`src/rtl/cntry_sensor.sv`:
```
// rtl/cntry_sensor.sv - country-road car detector, waiting-car counter and light monitor
module cntry_sensor #(
  parameter int DEBOUNCE      = 3,
  parameter int DEPART_CYCLES = 2,
  parameter int MAX_CARS      = 15,
  parameter int CNT_W         = 4
) (
  input  logic             clock,
  input  logic             clear,
  input  logic             car,
  input  logic [1:0]       hwy,
  input  logic [1:0]       cntry,
  output logic             X,
  output logic [CNT_W-1:0] count,
  output logic             arrive,
  output logic             depart,
  output logic             ovf,
  output logic             err
);

  localparam logic [1:0]       L_RED   = 2'd0;
  localparam logic [1:0]       L_GREEN = 2'd2;
  localparam logic [1:0]       L_ILL   = 2'd3;
  localparam logic [3:0]       DEB     = 4'(DEBOUNCE);
  localparam logic [3:0]       DEP_TOP = 4'(DEPART_CYCLES - 1);
  localparam logic [CNT_W-1:0] MAX_C   = CNT_W'(MAX_CARS);
  localparam logic [CNT_W-1:0] ONE     = CNT_W'(1);

  typedef enum logic [1:0] {
    S_IDLE    = 2'd0,
    S_RISE    = 2'd1,
    S_PRESENT = 2'd2,
    S_FALL    = 2'd3
  } deb_state_t;

  deb_state_t       state_q, state_d;
  logic [3:0]       dcnt_q, dcnt_d;
  logic [3:0]       ptmr_q, ptmr_d;
  logic [CNT_W-1:0] count_q, count_d;
  logic             x_q, x_d;
  logic             arrive_q, depart_q;
  logic             ovf_q, ovf_d;
  logic             err_q, err_d;
  logic             arr_evt, dep_evt;

  // Debounce next-state: count consecutive equal samples, one arrival per PRESENT episode
  always_comb begin
    state_d = state_q;
    dcnt_d  = dcnt_q;
    arr_evt = 1'b0;
    case (state_q)
      S_IDLE: begin
        if (car) begin
          if (DEB == 4'd1) begin
            state_d = S_PRESENT;
            dcnt_d  = 4'd0;
            arr_evt = 1'b1;
          end else begin
            state_d = S_RISE;
            dcnt_d  = 4'd1;
          end
        end
      end
      S_RISE: begin
        if (!car) begin
          state_d = S_IDLE;
          dcnt_d  = 4'd0;
        end else if (dcnt_q + 4'd1 == DEB) begin
          state_d = S_PRESENT;
          dcnt_d  = 4'd0;
          arr_evt = 1'b1;
        end else begin
          dcnt_d = dcnt_q + 4'd1;
        end
      end
      S_PRESENT: begin
        if (!car) begin
          if (DEB == 4'd1) begin
            state_d = S_IDLE;
            dcnt_d  = 4'd0;
          end else begin
            state_d = S_FALL;
            dcnt_d  = 4'd1;
          end
        end
      end
      S_FALL: begin
        if (car) begin
          state_d = S_PRESENT;
          dcnt_d  = 4'd0;
        end else if (dcnt_q + 4'd1 == DEB) begin
          state_d = S_IDLE;
          dcnt_d  = 4'd0;
        end else begin
          dcnt_d = dcnt_q + 4'd1;
        end
      end
      default: begin
        state_d = S_IDLE;
        dcnt_d  = 4'd0;
      end
    endcase
  end

  // Departure timer: runs only on uninterrupted country green with cars waiting
  always_comb begin
    ptmr_d  = 4'd0;
    dep_evt = 1'b0;
    if (cntry == L_GREEN && count_q != '0) begin
      if (ptmr_q == DEP_TOP) begin
        dep_evt = 1'b1;
      end else begin
        ptmr_d = ptmr_q + 4'd1;
      end
    end
  end

  // Count update: simultaneous arrival and departure cancel out without flagging overflow
  always_comb begin
    count_d = count_q;
    ovf_d   = ovf_q;
    if (arr_evt && !dep_evt) begin
      if (count_q == MAX_C) begin
        ovf_d = 1'b1;
      end else begin
        count_d = count_q + ONE;
      end
    end else if (dep_evt && !arr_evt) begin
      count_d = count_q - ONE;
    end
    x_d = (count_d != '0);
  end

  // Light monitor: illegal codes or both directions not RED are latched as an error
  always_comb begin
    err_d = err_q;
    if (hwy == L_ILL || cntry == L_ILL || (hwy != L_RED && cntry != L_RED)) begin
      err_d = 1'b1;
    end
  end

  // Debounce FSM state register
  always_ff @(posedge clock) begin
    if (clear) begin
      state_q <= S_IDLE;
      dcnt_q  <= 4'd0;
    end else begin
      state_q <= state_d;
      dcnt_q  <= dcnt_d;
    end
  end

  // Counter, timer and registered outputs
  always_ff @(posedge clock) begin
    if (clear) begin
      ptmr_q   <= 4'd0;
      count_q  <= '0;
      x_q      <= 1'b0;
      arrive_q <= 1'b0;
      depart_q <= 1'b0;
      ovf_q    <= 1'b0;
      err_q    <= 1'b0;
    end else begin
      ptmr_q   <= ptmr_d;
      count_q  <= count_d;
      x_q      <= x_d;
      arrive_q <= arr_evt;
      depart_q <= dep_evt;
      ovf_q    <= ovf_d;
      err_q    <= err_d;
    end
  end

  assign X      = x_q;
  assign count  = count_q;
  assign arrive = arrive_q;
  assign depart = depart_q;
  assign ovf    = ovf_q;
  assign err    = err_q;

endmodule

```
`config.mk`:
```
export PLATFORM = sky130hd
export DESIGN_NAME = cntry_sensor
export DESIGN_NICKNAME = d
export VERILOG_FILES = /design/src/rtl/cntry_sensor.sv
export SDC_FILE = /design/constraint.sdc
export NUM_CORES = 1
export LEC_CHECK = 0
export ABC_AREA = 1
export BUFFER_PORTS_ARGS = -buffer_cell sky130_fd_sc_hd__buf_2
export CAP_MARGIN = 0
export CORE_MARGIN = 5
export CORE_UTILIZATION = 59
export CTS_CLUSTER_DIAMETER = 120
export DETAILED_ROUTE_END_ITERATION = 16
export PLACE_DENSITY = 0.85
export SYNTH_ARGS = -nofsm -noshare
export SYNTH_HDL_FRONTEND = slang
export SYNTH_SLANG_ARGS = --single-unit
export TNS_END_PERCENT = 100
```
`constraint.sdc`:
```
create_clock -name clock -period 4.77 [get_ports clock]
set_input_delay 1.431 -clock clock [delete_from_list [all_inputs] [get_ports clock]]
set_output_delay 1.431 -clock clock [all_outputs]
set_load 0.02 [all_outputs]
```
==> qor_table.md, run 1 <==
| Stage | Parameter | Reported |
| --- | --- | --- |
| sta | Number of pins with negative max-slew slack in the final report | 0 |
| critical path | Worst endpoint data arrival time | 1050 ps |
| grt | Met3 routing resource usage after global routing | 2.56% |
| critical path | Crit path capture type | primary output |
| floorplan | Starting density of the core | 61.4% |
| synth | Post-synthesis register bit count | 19 |
| critical path | Cell chain of the critical path | buf_2 |
| routing | Count of vias placed by the detailed router | 968 |
| sta | Final setup violation count | 0 |
| cells and area | Fill cell count | 152 |
| grt | Largest net degree at the start of global routing | 14 |
| cts | Clock insertion delay at the later pin of the skew report | 300 ps |
| synth | Cells after synthesis | 145 |
| synth | Sequential element share of the synthesized area | 35.8% |
| cells and area | Layout area overhead | 11.4% |
| grt | Gr usage total | 17.4% |
| synth | Netlist area before placement | 0.00106 sq mm |
| cts | Max clock buf depth | 2 |
| grt | Met2 track demand over resource in global routing | 30.4% |
| cts | Post-cts resize count | 0 |
| cells and area | Post-layout utilization of the core | 68.5% |
| synth | Number of distinct standard cells referenced by the synthesized netlist | 27 |
| floorplan | Die Wd | 52.4 microns |
| critical path | Cell with the largest stage delay on the worst path | dfxtp_1 |
| sta | Maximum clock frequency | 403 MHz |
| worst hold path | Worst min-delay path category | register to register |
| cts | Clock tree from TritonCTS | built |
| floorplan | Area of the die | 0.00275 sq mm |
| sta | Slew margin rel. | 75.3% |
| pwr | P_leak | 0.540 nW |
| critical path | Nature of the critical path startpoint | register |
| cts | Number of levels in the clock H-tree | 1 |
| cts | Clock input transition at the sequential cells of the worst setup and hold paths | 100 ps |
| routing | Drt first-iter violations | 21 |
| synth | Dominant cell type by area after synthesis | dfxtp_1 |
| grt | Most utilized layer in the global route result | met2 |
| synth | Mean instance size in the synthesized netlist | 7.32 sq um |
| synth | Post-synthesis net count | 158 |
| critical path | CP max FO | 9 |
| cts | Buffer count from post-CTS setup fixing | 0 |
| place | Port Buffers | 15 |
| routing | DRC violation count after routing | 0 |
| run status | Result of the run | finished, final reports clean |
| run | Max capacitance violation total | 0 |
| routing | WL final | 2.06 mm |
| cells and area | Layout Cells excl Fill | 187 |
| grt | Number of global-route vias before repair | 906 |
| grt | Initial antenna violation count | 0 |
| cells and area | Number of nets at the end of the flow | 176 |
| routing | Average wire per standard cell | 11.0 microns |
| synth | Leading post-synthesis cells by cell area | dfxtp_1 36%, nand2_1 11%, ha_1 7.1% |
| routing | Number of detailed-routing iterations run before antenna repair | 4 |
| synth | Async set-or-reset flop fraction in the synthesized netlist | 0% |
| place | Cell count after placement | 183 |
| pwr | Power per cell area | 222 mW/mm^2 |
| synth | Most repeated cell in the gate-level netlist after synthesis | nand2_1 |
| grt | Global-route wire length before repair | 3.59 mm |
| synth | Yosys warning total | 0 |
| cts | CTS sink cnt | 19 |
| floorplan | Top Ports | 16 |
| critical path | Crit-path max cell delay | 520 ps |
| synth | Number of enable-type register cells in the synthesized netlist | 0 |
| synth | Share of Yosys cell area claimed by the top area cell type | 35.8% |
| grt | Global-route met1 utilization | 20.4% |
| cells and area | Fraction of layout cells with a size suffix above 1 | 19.1% |
| critical path | Setup CP Type | register to primary output |
| critical path | Required arrival time at the worst endpoint | 3340 ps |
| place | Post-DP HPWL | 1.61 mm |
| routing | Antenna Violating Nets Remaining | 0 |
| cells and area | Antenna diode count | 0 |
| cts | Cts-stage hold buffer count | 0 |
| grt | Total global routing overflow | 0 |
| floorplan | Die span in y | 52.4 microns |
| synth | Primary flip-flop cell chosen by synthesis mapping | dfxtp_1 |
| sta | Fraction of the cycle the final worst path needs | 52.0% |
| synth | Synth top cells by count | 30 x nand2_1, 19 x dfxtp_1, 18 x inv_1 |
| critical path | Crit path max-delay family | flip-flops |
| sta | Minimum clock period after layout | 2480 ps |
| floorplan | Area of the core | 0.00173 sq mm |
| routing | Vias per std cell | 5.18 |
| cts | Clock tree root driver cell | clkbuf_4 |
| floorplan | Number of core rows | 15 |
| sta | Setup skew after layout | 8.64 ps |
| cts | Number of buffers created by CTS | 3 |
| sta | Worst Max-Slew Pin Slew | 370 ps |
| sta | Count of endpoints failing hold in the final timing report | 0 |
| pwr | Maximum VDD drop | 0.211 mV |
| critical path | CP Buf/Inv Count | 1 |
| sta | Setup repair after global routing missed its margin | no |
| place | Routability congestion estimate | 0.901 |
| pwr | Total power draw | 0.262 mW |
| sta | Setup Total Neg Slack | 0 ps |
[worst paths after layout]
check	from	end	slack (ps)	cells after the start
hold / removal	ovf	ovf	480	1
setup reg to reg	dcnt_q[1]	X	3010	10
hold reg to reg	ovf	ovf	480	1
setup / recovery	count[2]	count[2]	2290	1
[cell usage in the layout (no fill, tap or decap), types with 2 or more instances in the layout]
cell | synthesis | final
inv_1 | 18 | 18
nand2_2 | 4 | 4
ha_1 | 6 | 6
o2111ai_1 | 2 | 2
nand4_1 | 3 | 3
xnor2_1 | 2 | 2
nor2_4 | 2 | 2
clkbuf_4 | 0 | 3
nor2_1 | 16 | 16
xor2_1 | 4 | 4
inv_2 | 2 | 2
nand2_1 | 30 | 30
a21oi_1 | 10 | 10
dfxtp_1 | 19 | 19
nor2_2 | 2 | 2
buf_2 | 0 | 15
o21ai_0 | 2 | 2
nand3_1 | 12 | 12
[through the flow]
stage / worst slack [ps] / hold WS (ps) / instance area [sq um]
2_1_floorplan: 2410 / 433 / 1060
3_3_place_gp: 2240 / 449 / 1160
3_5_place_dp: 2170 / 459 / 1160
4_1_cts: 2280 / 488 / 1180
5_1_grt: 2210 / 518 / 1180
6_report: 2290 / 478 / 1180
[state kept, by name, indices dropped and copies added, names as in the netlist, named ones only]
register  cells
dcnt_q        4
X             1
ptmr_q        4
state_q       1
depart        1
count         4
arrive        1
err           1
ovf           1
[cell type report]
| class | instances | area (sq um) | area share [%] |
|---|---|---|---|
| Multi-Input combinational cell | 104 | 594 | 50.3 |
| Timing Repair Buffer | 15 | 75.1 | 6.35 |
| Tap cell | 25 | 31.3 | 2.65 |
| Inverter | 20 | 75.1 | 6.35 |
| Clock buffer | 4 | 26.3 | 2.22 |
| Sequential cell | 19 | 380 | 32.2 |
[report_power, final]
| group | total (mW) | internal, mW | leakage (nW) | switching (mW) |
|---|---|---|---|---|
| combinational | 0.0179 | 0.00653 | 0.371 | 0.0113 |
| clock | 0.0816 | 0.0326 | 0.0150 | 0.0490 |
| sequential | 0.163 | 0.161 | 0.154 | 0.00199 |
[cells by family (layout without fill, tap and decap cells)]
| kind of cell | count (synthesis) | after routing | synth area share (%) |
|---|---|---|---|
| buffers and inverters | 22 | 39 | 8.14 |
| adders and majority gates | 6 | 6 | 7.08 |
| and+or+nand+nor | 73 | 73 | 33.1 |
| AOI/OAI and AO/OA | 19 | 19 | 10.8 |
| DFF | 19 | 19 | 35.8 |
| xor gates and xnor gates | 6 | 6 | 4.95 |
[metal layers]
layer	wire length, microns	vias to the layer above
met5	0	-
met4	32	0
met3	138	3
met2	998	31
met1	888	427
li1	-	507
No activity file was read; power rests on OpenSTA's default activity.
==> run 2, diff against run 1 <==
--- a/config.mk
+++ b/config.mk
@@ -5,14 +5,14 @@
 export SDC_FILE = /design/constraint.sdc
 export NUM_CORES = 1
 export LEC_CHECK = 0
-export ABC_AREA = 1
+export ABC_AREA = 0
 export BUFFER_PORTS_ARGS = -buffer_cell sky130_fd_sc_hd__buf_2
 export CAP_MARGIN = 0
 export CORE_MARGIN = 5
-export CORE_UTILIZATION = 59
+export CORE_UTILIZATION = 55
 export CTS_CLUSTER_DIAMETER = 120
 export DETAILED_ROUTE_END_ITERATION = 16
-export PLACE_DENSITY = 0.85
+export PLACE_DENSITY = 0.8
 export SYNTH_ARGS = -nofsm -noshare
 export SYNTH_HDL_FRONTEND = slang
 export SYNTH_SLANG_ARGS = --single-unit
==> constraint.sdc (replaced) <==
create_clock -name clock -period 2.3 [get_ports clock]
set_input_delay 0.69 -clock clock [delete_from_list [all_inputs] [get_ports clock]]
set_output_delay 0.69 -clock clock [all_outputs]
set_load 0.02 [all_outputs]
==> run 2 against run 1 <==
Power rose by 130%. Sequential share of layout area decreased by 0.14 points. Register-to-register slack got worse by 2800 ps. Synthesized area is 1.1% higher. Largest power group unchanged. Highest routed layer unchanged.
==> qor_table.md, run 2 <==
| Stage | Parameter | Reported | Delta |
| --- | --- | --- | --- |
| synth | Primary flip-flop cell chosen by synthesis mapping | dfxtp_1 |  |
| grt | Initial antenna violation count | 0 | unchanged |
| worst hold path | Worst min-delay path category | register to register |  |
| synth | Adder-cell share of the synthesized area | 7.93% | +0.86 points |
| cts | CTS sink cnt | 19 | unchanged |
| place | Port Buffers | 15 | unchanged |
| synth | Largest family of logic cells by synthesized area | simple AND/OR/NAND/NOR gates |  |
| sta | Maximum clock frequency | 468 MHz |  |
| critical path | CP max FO | 14 | +5 |
| synth | Cells after synthesis | 123 | -15% |
| floorplan | Die Wd | 54.2 microns | +3.3% |
| synth | Number of enable-type register cells in the synthesized netlist | 0 | unchanged |
| place | Post-DP HPWL | 1.62 mm | +0.65% |
| routing | Vias per std cell | 5.63 | +8.8% |
| routing | WL final | 2.17 mm | +5.4% |
| sta | Fraction of the cycle the final worst path needs | 92.9% |  |
| critical path | Endpoint of the lowest-slack register-to-register path | X |  |
| cts | Number of buffers created by CTS | 3 | unchanged |
| sta | Setup repair after global routing missed its margin | no |  |
| critical path | Source of the critical timing path | dcnt_q[0] |  |
| synth | Post-synthesis compound-gate area fraction | 14.4% | +3.5 points |
| synth | Most repeated cell in the gate-level netlist after synthesis | nor2_1 |  |
| critical path | Startpoint of the worst register-to-register path | dcnt_q[0] |  |
| critical path | Nature of the critical path startpoint | register |  |
| grt | Number of global-route vias before repair | 843 | -7.0% |
| floorplan | Area of the die | 0.00293 sq mm | +6.8% |
| synth | Sequential element share of the synthesized area | 35.5% | -0.38 points |
| floorplan | Starting density of the core | 56.4% | -5.1 points |
| pwr | Power per cell area | 502 mW/mm^2 | +130% |
| routing | Drt first-iter violations | 15 | -29% |
| sta | Minimum clock period after layout | 2140 ps |  |
| place | Routability congestion estimate | 0.889 | -1.4% |
| synth | Proportion of synthesized area in mux cells | 3.73% | +3.7 points |
| synth | Post-synthesis register bit count | 19 | unchanged |
| cts | Clock input transition at the sequential cells of the worst setup and hold paths | 110 ps | about the same |
| critical path | Crit path capture type | register |  |
| routing | Average wire per standard cell | 13.2 microns | +20% |
| cells and area | Finished Cell Area | 0.00119 sq mm | +0.42% |
| synth | Post-Synth Simple-Gate Area | 31.0% | -2.1 points |
| sta | Count of endpoints failing hold in the final timing report | 0 | unchanged |
| synth | Dominant cell type by area after synthesis | dfxtp_1 |  |
| sta | Setup skew after layout | 3.51 ps | -5.13 ps |
| cts | Number of levels in the clock H-tree | 1 | unchanged |
| pwr | P_leak | 0.479 nW | -11% |
| place | Pre-CTS WS | 160 ps | -2010 ps |
| cells and area | Antenna diode count | 0 | unchanged |
| floorplan | Top Ports | 16 | unchanged |
| pwr | Maximum VDD drop | 0.325 mV | +54% |
| sta | Slew margin rel. | 60.0% | -15 points |
| synth | Synth top cells by count | 24 x nor2_1, 19 x dfxtp_1, 6 x ha_1, 6 x nand2_1 |  |
| cts | Clock tree root driver cell | clkbuf_4 |  |
| sta | Setup Total Neg Slack | 0 ps | unchanged |
| run | Max capacitance violation total | 0 | unchanged |
| synth | Leading post-synthesis cells by cell area | dfxtp_1 35%, nor2_1 8.4%, ha_1 7.0% |  |
| floorplan | Area of the core | 0.00190 sq mm | +10% |
| cells and area | Post-layout utilization of the core | 62.4% | -6.0 points |
| run status | Result of the run | finished, final reports clean |  |
| critical path | Worst reg2reg setup slack | 160 ps | -2850 ps |
| cells and area | Number of nets at the end of the flow | 152 | -14% |
| routing | Antenna Violating Nets Remaining | 0 | unchanged |
| synth | Post-synthesis xor/xnor area fraction | 4.08% | -0.87 points |
| synth | Mean instance size in the synthesized netlist | 8.72 sq um | +19% |
| floorplan | Die span in y | 54.2 microns | +3.3% |
| synth | Yosys warning total | 0 | unchanged |
| grt | Total global routing overflow | 0 | unchanged |
| grt | Gr usage total | 16.3% | -1.2 points |
| floorplan | Number of core rows | 16 | +1 |
| cts | Clock insertion delay at the later pin of the skew report | 300 ps | about the same |
| cells and area | Leading cell type in the layout, fill and taps excluded | nor2_1 |  |
| synth | Post-synthesis net count | 136 | -14% |
| cts | Cts-stage hold buffer count | 0 | unchanged |
| routing | DRC violation count after routing | 0 | unchanged |
| sta | Post-layout worst setup margin | 163 ps | -2130 ps |
| critical path | Required arrival time at the worst endpoint | 2540 ps | -800 ps |
| sta | Worst Max-Slew Pin Slew | 598 ps | +229 ps |
| grt | Largest net degree at the start of global routing | 16 | +2 |
| critical path | Depth of the most critical reg-to-reg path | 7 | -3 |
| cells and area | Commonest non-fill, non-tap cells in the layout | 24 x nor2_1, 19 x dfxtp_1, 15 x buf_2 |  |
| place | Dpl cell area | 0.00116 sq mm | +0.32% |
| synth | Async set-or-reset flop fraction in the synthesized netlist | 0% | unchanged |
| synth | Netlist area before placement | 0.00107 sq mm | +1.1% |
| cts | Max clock buf depth | 2 | unchanged |
| sta | Number of pins with negative max-slew slack in the final report | 0 | unchanged |
| cts | Clock tree from TritonCTS | built |  |
| synth | Share of Yosys cell area claimed by the top area cell type | 35.5% | -0.38 points |
| sta | Final setup violation count | 0 | unchanged |
| critical path | Setup CP Type | register to register |  |
| grt | Global-route wire length before repair | 3.53 mm | -1.9% |
| cells and area | Layout area overhead | 10.7% |  |
| cts | Post-cts resize count | 0 | unchanged |
| critical path | End point of the critical path | X |  |
| cells and area | Fraction of layout cells with a size suffix above 1 | 17.4% | -1.7 points |
| critical path | Worst endpoint data arrival time | 2370 ps | +1320 ps |
| routing | Count of vias placed by the detailed router | 929 | -4.0% |
| routing | Number of detailed-routing iterations run before antenna repair | 4 | unchanged |
| cts | Buffer count from post-CTS setup fixing | 0 | unchanged |
| synth | Number of distinct standard cells referenced by the synthesized netlist | 40 | +48% |
==> run 2: changes by cell type in the layout (fill, tap and decap cells not counted), moves of 4 or more <==
cell | previous run | this run
nand2_1 | 30 | 6
inv_1 | 18 | 4
nand3_1 | 12 | 4
nor2_1 | 16 | 24
a21oi_1 | 10 | 3
mux2i_1 | 0 | 4
nand2_2 | 4 | 0
==> run 2: stage by stage <==
stage / cells / hold WS (ps) / power, mW
2_1_floorplan: 123 / 433 / 0.408
3_3_place_gp: 161 / 447 / 0.427
3_5_place_dp: 161 / 456 / 0.431
4_1_cts: 165 / 483 / 0.598
5_1_grt: 165 / 507 / 0.630
6_report: 165 / 481 / 0.596
==> run 2: final cells by class <==
| cell class | count | area [sq um] |
|---|---|---|
| well taps | 27 | 33.8 |
| repair buffers | 15 | 75.1 |
| multi-input cells | 96 | 656 |
| inverters | 4 | 15.0 |
| flip-flops and latches | 19 | 380 |
| fillers | 172 | 714 |
| clock buffers | 3 | 22.5 |
| clock inverters | 1 | 5.00 |
==> run 2: cell families after synthesis <==
kind of cell,count (synthesis)
compound gates,20
xor+xnor,5
fa+ha+maj,7
buf+inv,8
flops,19
mux,4
simple gates,60
==> run 2: how the worst min path moves through the flow <==
stage	start	to	slack, ps	cells after the start
after floorplan	ptmr_q[0]	ptmr_q[0]	430	1
after global placement	err	err	450	2
after detailed placement	ptmr_q[0]	ptmr_q[0]	460	1
after CTS	ptmr_q[0]	ptmr_q[0]	480	1
after global routing	err	err	510	2
final	ptmr_q[0]	ptmr_q[0]	480	1
==> run 2: layer usage <==
metal / vias up / routed length (microns) / GRT usage [%]
li1: 465 / - / -
met1: 432 / 928 / 19.0
met2: 28 / 1110 / 28.5
met3: 4 / 104 / 3.88
met4: 0 / 22 / 5.81
met5: - / 0 / 0
==> run 2: critical path, cell delays in order (launching register included) <==
cell and delay (ps):
dfxtp_1 430, ha_1 250, and2_1 160, a211oi_2 110
nor3_4 500, mux2i_1 200, a211o_1 280, a31oi_1 140
==> run 2: where the power goes <==
group	switching, mW	internal (mW)	leakage (nW)
sequential	0.0125	0.338	0.154
combinational	0.0434	0.0292	0.307
clock	0.108	0.0648	0.0177
total	0.164	0.432	0.479
